[src/rtl/spi_pkg.sv]
// Shared definitions for the 8-bit SPI master: FSM state encoding, frame
// constants, mode decode and shift-order helpers.
// Build option: SPI_MASTER_MSB_FIRST_EN selects MSB-first shifting
// (default build is LSB-first).
package spi_pkg;

   localparam int SPI_DATA_W = 8;
   localparam int SPI_EDGE_W = 5;
   localparam logic [SPI_EDGE_W-1:0] SPI_EDGE_CNT = 5'd16;

   // FSM state encoding (IDLE, SETUP, XFER, HOLD)
   typedef logic [1:0] spi_state_t;
   localparam spi_state_t ST_IDLE  = 2'd0;
   localparam spi_state_t ST_SETUP = 2'd1;
   localparam spi_state_t ST_XFER  = 2'd2;
   localparam spi_state_t ST_HOLD  = 2'd3;

   function automatic logic mode_cpol(input logic [1:0] mode);
      return mode[1];
   endfunction

   function automatic logic mode_cpha(input logic [1:0] mode);
      return mode[0];
   endfunction

   // Bit that leaves the shift register next
   function automatic logic first_bit(input logic [SPI_DATA_W-1:0] d);
`ifdef SPI_MASTER_MSB_FIRST_EN
      return d[SPI_DATA_W-1];
`else
      return d[0];
`endif
   endfunction

   // Drop the bit just sent
   function automatic logic [SPI_DATA_W-1:0] shift_out(input logic [SPI_DATA_W-1:0] d);
`ifdef SPI_MASTER_MSB_FIRST_EN
      return {d[SPI_DATA_W-2:0], 1'b0};
`else
      return {1'b0, d[SPI_DATA_W-1:1]};
`endif
   endfunction

   // Insert a received bit so the first one ends at the first-sent position
   function automatic logic [SPI_DATA_W-1:0] shift_in(input logic [SPI_DATA_W-1:0] d,
                                                      input logic b);
`ifdef SPI_MASTER_MSB_FIRST_EN
      return {d[SPI_DATA_W-2:0], b};
`else
      return {b, d[SPI_DATA_W-1:1]};
`endif
   endfunction

endpackage

[src/rtl/spi_clk_gen.sv]
// SCK generator: divides clk by CLK_DIV per half-period while a frame runs,
// counts the 16 sck toggles and flags leading/trailing/last edges.
// While idle, sck follows the CPOL level presented on cpol.
module spi_clk_gen
   import spi_pkg::*;
#(
   parameter int CLK_DIV = 4
)
(
   input  logic clk,
   input  logic rst_n,
   input  logic run,
   input  logic cpol,
   output logic half_tick,
   output logic lead_edge,
   output logic trail_edge,
   output logic last_edge,
   output logic sck
);

   localparam int CW = (CLK_DIV > 1) ? $clog2(CLK_DIV) : 1;
   localparam logic [CW-1:0] DIV_LAST = CW'(CLK_DIV - 1);
   localparam logic [CW-1:0] DIV_ONE  = CW'(1);

   logic [CW-1:0]         div_cnt_r;
   logic [SPI_EDGE_W-1:0] edge_cnt_r;
   logic                  sck_r;
   logic                  toggle_s;

   // Strobe decode; an edge count with bit0 clear means the next toggle is odd (leading)
   always_comb begin
      half_tick  = run && (div_cnt_r == DIV_LAST);
      toggle_s   = half_tick && (edge_cnt_r != SPI_EDGE_CNT);
      lead_edge  = toggle_s && !edge_cnt_r[0];
      trail_edge = toggle_s && edge_cnt_r[0];
      last_edge  = toggle_s && (edge_cnt_r == (SPI_EDGE_CNT - 5'd1));
   end

   // Divider, edge counter and sck register; counters park at zero while idle
   always_ff @(posedge clk or negedge rst_n) begin
      if (!rst_n) begin
         div_cnt_r  <= '0;
         edge_cnt_r <= '0;
         sck_r      <= 1'b0;
      end else if (!run) begin
         div_cnt_r  <= '0;
         edge_cnt_r <= '0;
         sck_r      <= cpol;
      end else begin
         if (half_tick) begin
            div_cnt_r <= '0;
         end else begin
            div_cnt_r <= div_cnt_r + DIV_ONE;
         end
         if (toggle_s) begin
            sck_r      <= ~sck_r;
            edge_cnt_r <= edge_cnt_r + 5'd1;
         end
      end
   end

   assign sck = sck_r;

endmodule

[src/rtl/spi_master.sv]
// 8-bit full-duplex SPI master, all four CPOL/CPHA modes, one byte per start.
// Build option: SPI_MASTER_MSB_FIRST_EN switches to MSB-first shifting;
// undefined (default) is LSB-first. Timing is identical in both builds.
module spi_master
   import spi_pkg::*;
#(
   parameter int CLK_DIV = 4
)
(
   input  logic                  clk,
   input  logic                  rst_n,
   input  logic                  start,
   input  logic [SPI_DATA_W-1:0] tx_data,
   input  logic [1:0]            mode,
   output logic                  busy,
   output logic                  done,
   output logic [SPI_DATA_W-1:0] rx_data,
   output logic                  sck,
   output logic                  mosi,
   input  logic                  miso,
   output logic                  sl_se
);

   spi_state_t            state_r;
   logic [1:0]            mode_r;
   logic [SPI_DATA_W-1:0] tx_sr_r;
   logic [SPI_DATA_W-1:0] rx_sr_r;
   logic [SPI_DATA_W-1:0] rx_data_r;
   logic                  mosi_r;
   logic                  sl_se_r;
   logic                  busy_r;
   logic                  done_r;

   logic run_s, cpol_idle_s, cpha_s, shift_s, sample_s;
   logic half_tick_s, lead_s, trail_s, last_s, sck_s;

   spi_clk_gen #(.CLK_DIV(CLK_DIV)) u_clk_gen (
      .clk        (clk),
      .rst_n      (rst_n),
      .run        (run_s),
      .cpol       (cpol_idle_s),
      .half_tick  (half_tick_s),
      .lead_edge  (lead_s),
      .trail_edge (trail_s),
      .last_edge  (last_s),
      .sck        (sck_s)
   );

   // Map sck edges to shift/sample events for the frozen CPHA
   always_comb begin
      run_s       = (state_r != ST_IDLE);
      cpol_idle_s = mode_cpol(mode);
      cpha_s      = mode_cpha(mode_r);
      if (cpha_s) begin
         shift_s  = lead_s;
         sample_s = trail_s;
      end else begin
         shift_s  = trail_s && !last_s;
         sample_s = lead_s;
      end
   end

   // Frame FSM plus tx/rx shift registers; edge events override the FSM defaults
   always_ff @(posedge clk or negedge rst_n) begin
      if (!rst_n) begin
         state_r   <= ST_IDLE;
         mode_r    <= 2'b00;
         tx_sr_r   <= '0;
         rx_sr_r   <= '0;
         rx_data_r <= '0;
         mosi_r    <= 1'b0;
         sl_se_r   <= 1'b1;
         busy_r    <= 1'b0;
         done_r    <= 1'b0;
      end else begin
         done_r <= 1'b0;
         case (state_r)
            ST_IDLE: begin
               mode_r <= mode;
               if (start) begin
                  state_r <= ST_SETUP;
                  busy_r  <= 1'b1;
                  sl_se_r <= 1'b0;
                  rx_sr_r <= '0;
                  if (mode_cpha(mode)) begin
                     mosi_r  <= 1'b0;
                     tx_sr_r <= tx_data;
                  end else begin
                     mosi_r  <= first_bit(tx_data);
                     tx_sr_r <= shift_out(tx_data);
                  end
               end
            end
            ST_SETUP: begin
               if (half_tick_s) begin
                  state_r <= ST_XFER;
               end
            end
            ST_XFER: begin
               if (last_s) begin
                  state_r <= ST_HOLD;
               end
            end
            ST_HOLD: begin
               if (half_tick_s) begin
                  state_r   <= ST_IDLE;
                  sl_se_r   <= 1'b1;
                  mosi_r    <= 1'b0;
                  busy_r    <= 1'b0;
                  done_r    <= 1'b1;
                  rx_data_r <= rx_sr_r;
               end
            end
            default: begin
               state_r <= ST_IDLE;
            end
         endcase
         if (shift_s) begin
            mosi_r  <= first_bit(tx_sr_r);
            tx_sr_r <= shift_out(tx_sr_r);
         end
         if (sample_s) begin
            rx_sr_r <= shift_in(rx_sr_r, miso);
         end
      end
   end

   assign busy    = busy_r;
   assign done    = done_r;
   assign rx_data = rx_data_r;
   assign sck     = sck_s;
   assign mosi    = mosi_r;
   assign sl_se   = sl_se_r;

endmodule

[config.mk]
export PLATFORM = sky130hd
export DESIGN_NAME = spi_master
export DESIGN_NICKNAME = d
export VERILOG_FILES = /design/src/rtl/spi_pkg.sv /design/src/rtl/spi_clk_gen.sv /design/src/rtl/spi_master.sv
export SDC_FILE = /design/constraint.sdc
export NUM_CORES = 1
export LEC_CHECK = 0
export BUFFER_PORTS_ARGS = -buffer_cell sky130_fd_sc_hd__buf_2
export CAP_MARGIN = 15
export CORE_MARGIN = 8
export CORE_UTILIZATION = 35
export DETAILED_ROUTE_END_ITERATION = 16
export PLACE_DENSITY = 0.56
export SKIP_CTS_REPAIR_TIMING = 1
export SYNTH_ARGS = -nofsm -noshare
export SYNTH_HDL_FRONTEND = slang
export SYNTH_HIERARCHICAL = 1
export SYNTH_SLANG_ARGS = --single-unit
export TNS_END_PERCENT = 5
[constraint.sdc]
create_clock -name clk -period 3.5 [get_ports clk]
set_input_delay 0.525 -clock clk [delete_from_list [all_inputs] [get_ports clk]]
set_output_delay 0.525 -clock clk [all_outputs]
set_load 0.1 [all_outputs]
==> impl_metrics.py <==
metrics = {
    "drt": {
        "wirelength_mm": 4.00,
        "drtPass1Iterations": 4,
        "viasPerCell": 5.10,
        "routedWlPerCell_um": 14.2,
        "routedLengthMet1_mm": 2.06,
        "drtAntennaViolNets": 0,
        "drc": 0,
        "first_iter_violations": 40,
        "highest_layer": "met4",
        "met2WireLength_mm": 1.66,
        "wl_met3_um": 195,
        "vias": 1433,
    },
    "setup_path": {
        "path_max_fanout": 10,
        "crit_type": "reg2reg",
        "crit_required_ns": 3.67,
        "reg2reg_from": "state_r[0]$_DFFE_PN0P_",
        "end_kind": "flip-flop",
        "startpoint": "state_r[0]$_DFFE_PN0P_",
        "arrival_ns": 2.74,
        "cp-start-kind": "flip-flop",
    },
    "final_layout": {
        "num_antenna_cells": 0,
        "drive_above_1_share": 0.249,
        "layout.cells.non_filler": 281,
        "areaGrowthSynthToFinish_pct": 11.8,
        "layout.nets": 233,
        "nFillCells": 567,
    },
    "floorplanning": {
        "fp.dieArea_sq_um": 8450,
        "die_w_um": 91.9,
        "num_rows": 27,
        "core_area_sq_um": 5540,
        "start_util": 0.364,
        "die_h_um": 91.9,
        "pin_count": 27,
    },
    "synth": {
        "synth_most_common_cell": "dfrtp_1",
        "synth_simple_gate_area_frac": 0.136,
        "synthTopCellsByCount": "dfrtp_1 (38), nand2_1 (20), inv_1 (12), mux2_2 (12), o21ai_0 (11)",
        "synth_nets": 209,
        "ys_seq_area_frac": 0.484,
        "synth-seq-cells": 39,
        "synth_cell_types": 40,
        "synthArstFlopShare": 1.00,
        "synth_top_area_frac": 0.471,
        "synth-compound-area-share": 0.172,
        "synth-xor-area-share": 0,
        "synth-edff-count": 0,
        "netlist_area_sq_um": 2020,
        "syn_area_per_cell_sq_um": 10.8,
        "synthAdderAreaFrac": 0.0558,
        "synthMuxAreaShare": 0.103,
        "synth_top_cell_by_area": "dfrtp_1",
        "syn-instance-count": 186,
        "synth.area.top_cells": "dfrtp_1 (47%), mux2_2 (6.7%), ha_1 (5.6%)",
        "synth_ff_type": "dfrtp_1",
        "synth_top_family_by_area": "compound AO/OA/AOI/OAI gates",
        "synth_warnings": 6,
    },
    "sta": {
        "skew_ns": 0.00499,
        "hold_viol": 0,
        "setup_slack_ns": 0.932,
        "fin_tns_setup_ns": 0,
        "rsz0062_at_grt": "false",
        "tightest_slew_ns": 0.868,
        "drv_slew": 0,
        "finalCriticalPeriod_ns": 2.57,
        "max_freq_ghz": 0.389,
        "slew_headroom": 0.421,
        "final-setup-viol-count": 0,
        "post-route-period-util": 0.734,
    },
    "power": {
        "leakage_nw": 1.02,
        "fin_total_pwr_mw": 0.767,
        "powerDensity_nw_per_um2": 340,
        "max-vdd-ir-drop_mv": 0.219,
    },
    "clock_tree": {
        "cts_sinks": 39,
        "cts.clk_slew.worst_paths_ns": 0.07,
        "clock-root-buffer": "clkbuf_8",
        "cts_made_buffers": 5,
        "clk_latency_ns": 0.29,
        "cts_htree_levels": 2,
        "clockBufferDepth": 2,
        "cts_tree": "done",
    },
    "grt": {
        "grt_max_degree": 40,
        "antenna_found_initial": 0,
        "grt_usage": 0.101,
        "grt_pass1_wl_mm": 6.91,
        "grt_overflow": 0,
        "first_global_vias": 1424,
    },
    "job": {
        "max_cap_violations": 0,
    },
    "placement": {
        "dp_cells": 275,
        "dp_hpwl_mm": 2.83,
        "gp_congestion": 0.765,
        "dp_slack_ns": 0.919,
        "numPortBuffers": 26,
    },
    "min_path": {
        "hold_path.class": "in2async",
    },
    "run_status": {
        "status": "complete, no violations",
    },
}
[path summary, 6_finish.rpt]
kind	to	slack, ns	cells after the start
hold / removal	state_r[0]$_DFFE_PN0P_	0.35	1
max in group asynchronous	u_clk_gen/edge_cnt_r[1]$_DFFE_PN0P_	2.61	1
hold reg to reg	u_clk_gen/div_cnt_r[0]$_DFF_PN0_	0.45	1
min in group clk	rx_sr_r[7]$_DFFE_PN0P_	0.45	3
setup reg to reg	tx_sr_r[2]$_DFFE_PN0P_	0.93	9
setup / recovery	tx_sr_r[2]$_DFFE_PN0P_	0.93	9
[registers in the layout, summed over array words and instances (netlist names)]
register / cells
rx_sr_r: 8
busy: 1
mosi: 1
tx_sr_r: 8
u_clk_gen/div_cnt_r: 2
state_r: 2
rx_data: 8
u_clk_gen/edge_cnt_r: 5
sl_se: 1
u_clk_gen/sck: 1
mode_r: 1
done: 1
[report_power, final]
part	switching, mW	internal (mW)
combinational	0.0200	0.00994
sequential	0.00279	0.454
clock	0.147	0.133
[metrics by stage]
step | util | hold slack, ns | cell area, sq um
finish | 0.407 | 0.348 | 2260
global route | 0.407 | 0.424 | 2260
CTS | 0.407 | 0.379 | 2260
detailed placement | 0.394 | 0.445 | 2180
global placement | 0.394 | 0.435 | 2180
floorplan | - | 0.229 | 2020
[cell type report]
class | instances | area [sq um] | share of cell area
Clock buffer | 6 | 72.6 | 0.0322
Inverter | 12 | 45.0 | 0.0200
Multi-Input combinational cell | 126 | 941 | 0.417
Sequential cell | 39 | 977 | 0.433
Tap cell | 72 | 90.1 | 0.0399
Timing Repair Buffer | 26 | 130 | 0.0577
[cell usage in the layout, fill, tap and decap left out, types with 5 or more instances in the layout]
master    netlist  layout
dfrtp_1        38      38
buf_2           7      26
nand2_1        20      20
inv_1          12      12
mux2_2         12      12
o21ai_0        11      11
a21oi_1         9       9
ha_1            9       9
nor2b_1         6       6
mux2i_1         5       5
a31oi_1         5       5
o21ai_1         5       5
clkbuf_8        0       5
o211ai_1        5       5
[worst max-delay path, stage by stage, from the launching register on]
cell and delay [ns]:
dfrtp_1 0.38, inv_1 0.10, ha_1 0.32, inv_1 0.23
and2_1 0.33, nand2b_4 0.12, nor2_1 0.14, nor3b_4 0.39
nor2_2 0.12, mux2_1 0.32
[cells by family (layout without fill, tap and decap cells)]
group,count (synthesis),after routing
compound gates,51,51
fa+ha+maj,9,9
buf+inv,21,44
flops,39,39
mux,19,19
simple gates,47,47
[per-layer routing]
| layer | GRT usage | vias up |
|---|---|---|
| li1 | - | 704 |
| met4 | 0.0483 | 0 |
| met3 | 0.0342 | 5 |
| met1 | 0.132 | 684 |
| met2 | 0.146 | 40 |
| met5 | 0 | - |
No activity file was read; power rests on OpenSTA's default activity.
